[src/rtl/otter_iobus_timer_gpio.sv]
// OTTER IOBUS responder: LED register, synchronized switches and a prescaled down-counting timer.
// Optional switch-change interrupt enabled by defining SW_CHANGE_IRQ_EN.
module otter_iobus_timer_gpio #(
    parameter logic [31:0] BASE_ADDR = 32'h1100_0000,
    parameter int          PRESCALE  = 10,
    parameter int          LED_W     = 16,
    parameter int          SW_W      = 16
) (
    input  logic             CLK,
    input  logic             RST_N,
    input  logic [31:0]      IOBUS_ADDR,
    input  logic [31:0]      IOBUS_OUT,
    input  logic             IOBUS_WR,
    input  logic             IOBUS_RD,
    output logic [31:0]      IOBUS_IN,
    output logic [LED_W-1:0] LEDS,
    input  logic [SW_W-1:0]  SWITCHES,
    output logic             INTR
);

    localparam logic [2:0]  SEL_LEDS   = 3'd0;
    localparam logic [2:0]  SEL_SW     = 3'd1;
    localparam logic [2:0]  SEL_CTRL   = 3'd2;
    localparam logic [2:0]  SEL_LOAD   = 3'd3;
    localparam logic [2:0]  SEL_COUNT  = 3'd4;
    localparam logic [2:0]  SEL_STATUS = 3'd5;
    localparam logic [16:0] PRE_LAST   = 17'(PRESCALE - 1);

    typedef enum logic {IDLE, RUN} state_t;

    state_t          state;
    logic [16:0]     pre;
    logic [31:0]     count;
    logic [31:0]     load;
    logic [LED_W-1:0] led_reg;
    logic [SW_W-1:0] sw_meta;
    logic [SW_W-1:0] sw_sync;
    logic            ctrl_auto;
    logic            ctrl_tie;
    logic            tpend;
    logic            spend;
    logic            sie;
    logic [31:0]     rd_mux;
    logic [31:0]     rdata_p1;

    logic            hit;
    logic [2:0]      sel;
    logic            wr_en;
    logic            wr_leds;
    logic            wr_ctrl;
    logic            wr_load;
    logic            wr_status;
    logic            tick;
    logic            expire;
    logic            unused_bits;

    // Byte lanes are irrelevant: every register is a full word.
    assign unused_bits = ^IOBUS_ADDR[1:0];

    assign hit       = (IOBUS_ADDR[31:5] == BASE_ADDR[31:5]) && (IOBUS_ADDR[4:0] < 5'h18);
    assign sel       = IOBUS_ADDR[4:2];
    assign wr_en     = IOBUS_WR && hit;
    assign wr_leds   = wr_en && (sel == SEL_LEDS);
    assign wr_ctrl   = wr_en && (sel == SEL_CTRL);
    assign wr_load   = wr_en && (sel == SEL_LOAD);
    assign wr_status = wr_en && (sel == SEL_STATUS);

    assign tick   = (state == RUN) && (pre == PRE_LAST);
    assign expire = tick && (count == 32'd0);

    // Timer FSM: prescaler, counter and run state; bus writes override tick updates.
    always_ff @(posedge CLK or negedge RST_N) begin
        if (!RST_N) begin
            state <= IDLE;
            pre   <= '0;
            count <= '0;
            load  <= '0;
        end else begin
            if ((state == IDLE) || tick || wr_load)
                pre <= '0;
            else
                pre <= pre + 17'd1;

            if (wr_load) begin
                load  <= IOBUS_OUT;
                count <= IOBUS_OUT;
            end else if (tick) begin
                if (count != 32'd0)
                    count <= count - 32'd1;
                else if (ctrl_auto)
                    count <= load;
            end

            if (wr_ctrl)
                state <= IOBUS_OUT[0] ? RUN : IDLE;
            else if (expire && !ctrl_auto)
                state <= IDLE;
        end
    end

    always_ff @(posedge CLK or negedge RST_N) begin
        if (!RST_N) begin
            led_reg   <= '0;
            ctrl_auto <= 1'b0;
            ctrl_tie  <= 1'b0;
            tpend     <= 1'b0;
            sw_meta   <= '0;
            sw_sync   <= '0;
        end else begin
            if (wr_leds)
                led_reg <= IOBUS_OUT[LED_W-1:0];
            if (wr_ctrl) begin
                ctrl_auto <= IOBUS_OUT[1];
                ctrl_tie  <= IOBUS_OUT[2];
            end
            // Hardware set wins over a same-edge write-1-to-clear.
            tpend   <= expire | (tpend & ~(wr_status & IOBUS_OUT[0]));
            sw_meta <= SWITCHES;
            sw_sync <= sw_meta;
        end
    end

`ifdef SW_CHANGE_IRQ_EN
    logic [SW_W-1:0] sw_prev;

    always_ff @(posedge CLK or negedge RST_N) begin
        if (!RST_N) begin
            sw_prev <= '0;
            spend   <= 1'b0;
            sie     <= 1'b0;
        end else begin
            sw_prev <= sw_sync;
            spend   <= (sw_sync != sw_prev) | (spend & ~(wr_status & IOBUS_OUT[1]));
            if (wr_ctrl)
                sie <= IOBUS_OUT[3];
        end
    end
`else
    assign spend = 1'b0;
    assign sie   = 1'b0;
`endif

    always_comb begin
        rd_mux = '0;
        case (sel)
            SEL_LEDS:   rd_mux = 32'(led_reg);
            SEL_SW:     rd_mux = 32'(sw_sync);
            SEL_CTRL:   rd_mux = {28'd0, sie, ctrl_tie, ctrl_auto, (state == RUN)};
            SEL_LOAD:   rd_mux = load;
            SEL_COUNT:  rd_mux = count;
            SEL_STATUS: rd_mux = {30'd0, spend, tpend};
            default:    rd_mux = '0;
        endcase
    end

    // Read data stage: non-zero only in the cycle after a hitting read, so it can be OR-combined.
    always_ff @(posedge CLK or negedge RST_N) begin
        if (!RST_N)
            rdata_p1 <= '0;
        else
            rdata_p1 <= (IOBUS_RD && hit) ? rd_mux : 32'd0;
    end

    assign IOBUS_IN = rdata_p1;
    assign LEDS     = led_reg;
    assign INTR     = (tpend & ctrl_tie) | (spend & sie);

endmodule

[config.mk]
export PLATFORM = sky130hd
export DESIGN_NAME = otter_iobus_timer_gpio
export DESIGN_NICKNAME = d
export VERILOG_FILES = /design/src/rtl/otter_iobus_timer_gpio.sv
export SDC_FILE = /design/constraint.sdc
export NUM_CORES = 1
export LEC_CHECK = 0
export CAP_MARGIN = 10
export CORE_ASPECT_RATIO = 1.1
export CORE_MARGIN = 4
export CORE_UTILIZATION = 48
export CTS_CLUSTER_DIAMETER = 30
export DETAILED_ROUTE_END_ITERATION = 16
export GPL_TIMING_DRIVEN = 0
export PLACE_DENSITY_LB_ADDON = 0.12
export SYNTH_ARGS = -nofsm -noshare
export SYNTH_HDL_FRONTEND = slang
export SYNTH_SLANG_ARGS = --single-unit
[constraint.sdc]
create_clock -name CLK -period 2.43 [get_ports CLK]
set_input_delay 0.486 -clock CLK [delete_from_list [all_inputs] [get_ports CLK]]
set_output_delay 0.486 -clock CLK [all_outputs]
set_load 0.01 [all_outputs]
==> results.md <==
- Initial cell density of the core: 0.4903
- Ys Warns: 0
- Clock Sinks: 165
- Fmax: 420.3 MHz
- Relative slew slack: 0.4297
- Power per cell area: 585.0 nW/um^2
- Largest net degree at the start of global routing: 93
- Overall routing resource usage: 0.2515
- Number of synthesized flops with an enable pin: 0
- Worst EP required: 2.72 ns
- Post-route ant nets: 0
- Startpoint Class: flip-flop
- Failing checks: negative hold slack
- Wire length per cell: 18.89 um
- Final hold vios: 1
- Die height: 141.0 um
- DRC errors left: 0
- Sw frac: 0.2158
- Net switching power figure: 1.290 mW
- Clock power frac: 0.484
- Antenna cells: 0
- Period minus WS final: 2.380 ns
- Layout cell share with drive strength beyond 1: 0.1236
- Int Pwr: 4.687 mW
- First-pass GRT wire length: 35,980 um
- Critical path type: flip-flop to flip-flop
- Total gr overflow: 0
- Drt total wl: 22,420 um
- Seq/Total Area, Yosys: 0.5352
- Std cell rows: 48
- Synth Area per Inst: 9.443 sq um
- IO Pins: 133
- Area Growth Syn to Fin: 32.42%
- Sequential share of power: 0.465
- HPWL after DPL: 15,450 um
- Iter 0 DRT Violations: 703
- PortBufs: 130
- CTS tree: done
- CP endpoint kind: flip-flop
- Most common cell after layout, fill and taps aside: dfrtp_1
- Via Count: 6,907
- Post-Layout Cell Count: 1,187
- Clk_lat worst skew: 0.43 ns
- Root Driver: clkbuf_16
- Post-synth ARST share: 1.000
- Vias in the first global route: 6,793
- CTS clk-pin slew, worst paths: 0.07 ns
- Pins Over Slew Limit: 0
- Synth area leader: dfrtp_1
- Synth Flop Type: dfrtp_1
- Skew final: 0.007772 ns
- Tightest Pin Transition: 0.8490 ns
- Top cells by area, synth: dfrtp_1, nand2_1, nor2_1
- Dpl cells: 1,148
- Max_cap viols: 0
- Post-CTS Hold Fix Bufs: 0
- P_leak: 4.378 nW
- Die area: 18,170 sq um
- Routability Congestion: 0.9502
- H-tree level count: 4
- Die W: 128.9 um
- Total Neg Setup Slack: 0 ns
- First-pass detailed-route iteration total: 6
- Core Util, Final: 0.6493
- Initial antenna violation count: 0
- Worst-path maximum fanout: 4
- Vias/cell: 5.819
- Worst VDD drop: 0.4524 mV
- Combinational share of power: 0.050
- Hold/Removal Path Class: input port to async pin
- Top-area cell type share of the netlist area: 0.5352
- Longest Clk Path Bufs: 2
- TritonCTS buffer count: 17
- Final setup violation count: 0
- Core Area: 15,740 sq um
- Status: finished with violations
- Syn Nets: 905
- #FFs+latches synth: 165
- Syn Std Cell Area: 7715 sq um
- Nets: 1,062
- RSZ-0062 raised after global routing: true
- Mapped Cells: 817
- Final period util: 0.9792
- Worst hold margin: -0.0004447 ns
- Unique masters post-synth: 48
- Crit path DAT: 2.67 ns
- Commonest cells after routing, fill and taps aside: dfrtp_1, nand2_1, clkdlybuf4s50_1
[metal layers]
layer,global-route usage,part of all wire,up-vias
met1,0.3492,0.41,3377
met3,0.04509,0.076,48
met2,0.3968,0.49,328
li1,-,-,3154
met4,0.09121,0.023,0
met5,0,0,-
[power by group through the flow]
| stage | clock network, mW | logic [mW] | registers [mW] |
|---|---|---|---|
| finish | 2.90 | 0.301 | 2.78 |
| floorplan | 0 | 0.0613 | 2.83 |
| global route | 3.06 | 0.327 | 2.78 |
| CTS | 2.93 | 0.302 | 2.78 |
| global placement | 0 | 0.291 | 2.83 |
| detailed placement | 0 | 0.298 | 2.83 |
[state kept, by name, indices dropped and copies added, names as in the netlist]
| signal | cells |
|---|---|
| tpend | 1 |
| sw_meta | 16 |
| count | 32 |
| load | 32 |
| ctrl_auto | 1 |
| sw_sync | 16 |
| state | 1 |
| LEDS | 16 |
| pre | 17 |
| IOBUS_IN | 32 |
| ctrl_tie | 1 |
[logic make-up (layout without fill, tap and decap cells)]
logic type,Yosys count,in the layout,share of synthesized area
simple gates,352,352,0.2078
flops,165,165,0.5352
compound gates,163,163,0.1280
buf+inv,64,234,0.03470
xor+xnor,39,39,0.04428
mux,30,30,0.04363
fa+ha+maj,4,4,0.006487
[area by class of cell]
type / instances / area (sq um)
Clock inverter: 13 / 191.4
Tap cell: 200 / 250.2
Clock buffer: 19 / 442.9
Timing Repair Buffer: 145 / 1451
Multi-Input combinational cell: 588 / 3481
Sequential cell: 165 / 4129
Inverter: 9 / 35.03
Fill cell: 1326 / 5519
Buffer: 48 / 235.2
[per-stage QoR]
stage                     worst slack [ns]  total power, mW  area [sq um]  hold slack (ns)
after detailed placement            -1.167            3.130          9299           0.3347
after global routing             -0.008665            6.166         10220          0.04251
final                              0.05047            5.977         10220       -0.0004447
after global placement              -5.885            3.125          9266           0.3321
after floorplan                    0.06624            2.891          7715           0.1904
after CTS                       0.00003397            6.016         10070          0.02713
[cells in the mapped netlist (all sizes together) (5+ instances only)]
library cell	n
nor4	15
a222oi	11
and3	18
mux2i	10
nor4b	7
xor2	30
dfrtp	165
a21oi	69
o21ai	40
clkbuf	38
a22o	5
xnor2	9
nand3	17
nor2	109
a22oi	28
mux2	19
inv	8
nand4	10
buf	17
nor3	18
nand2	139
[what timing repair did]
item,in CTS,in global routing
resized for setup,30,29
endpoints found under the setup margin,125,66
setup buffers,5,9
pin swaps,3,10
[worst paths after layout]
| path | from | endpoint | slack [ns] | cells after the start |
|---|---|---|---|---|
| max reg2reg | count[0]$_DFFE_PN0P_ | count[22]$_DFFE_PN0P_ | 0.05 | 9 |
| max | count[0]$_DFFE_PN0P_ | count[22]$_DFFE_PN0P_ | 0.05 | 9 |
| min reg2reg | sw_meta[12]$_DFF_PN0_ | sw_sync[12]$_DFF_PN0_ | 0.35 | 0 |
| min in group CLK | sw_meta[12]$_DFF_PN0_ | sw_sync[12]$_DFF_PN0_ | 0.35 | 0 |
| min | RST_N | IOBUS_IN[25]$_DFF_PN0_ | -0.0004 | 1 |
| max in group asynchronous | RST_N | count[8]$_DFFE_PN0P_ | 1.59 | 2 |
[critical path: stages, from the launching register on]
cell and delay, ns:
dfrtp_1 0.43, inv_2 0.11, ha_2 0.24, nor4b_4 0.32
buf_4 0.18, nand4_1 0.18, nor3_1 0.26, xor2_1 0.09
a222oi_1 0.30, a21oi_1 0.11
(Power assumes the default switching activity.)
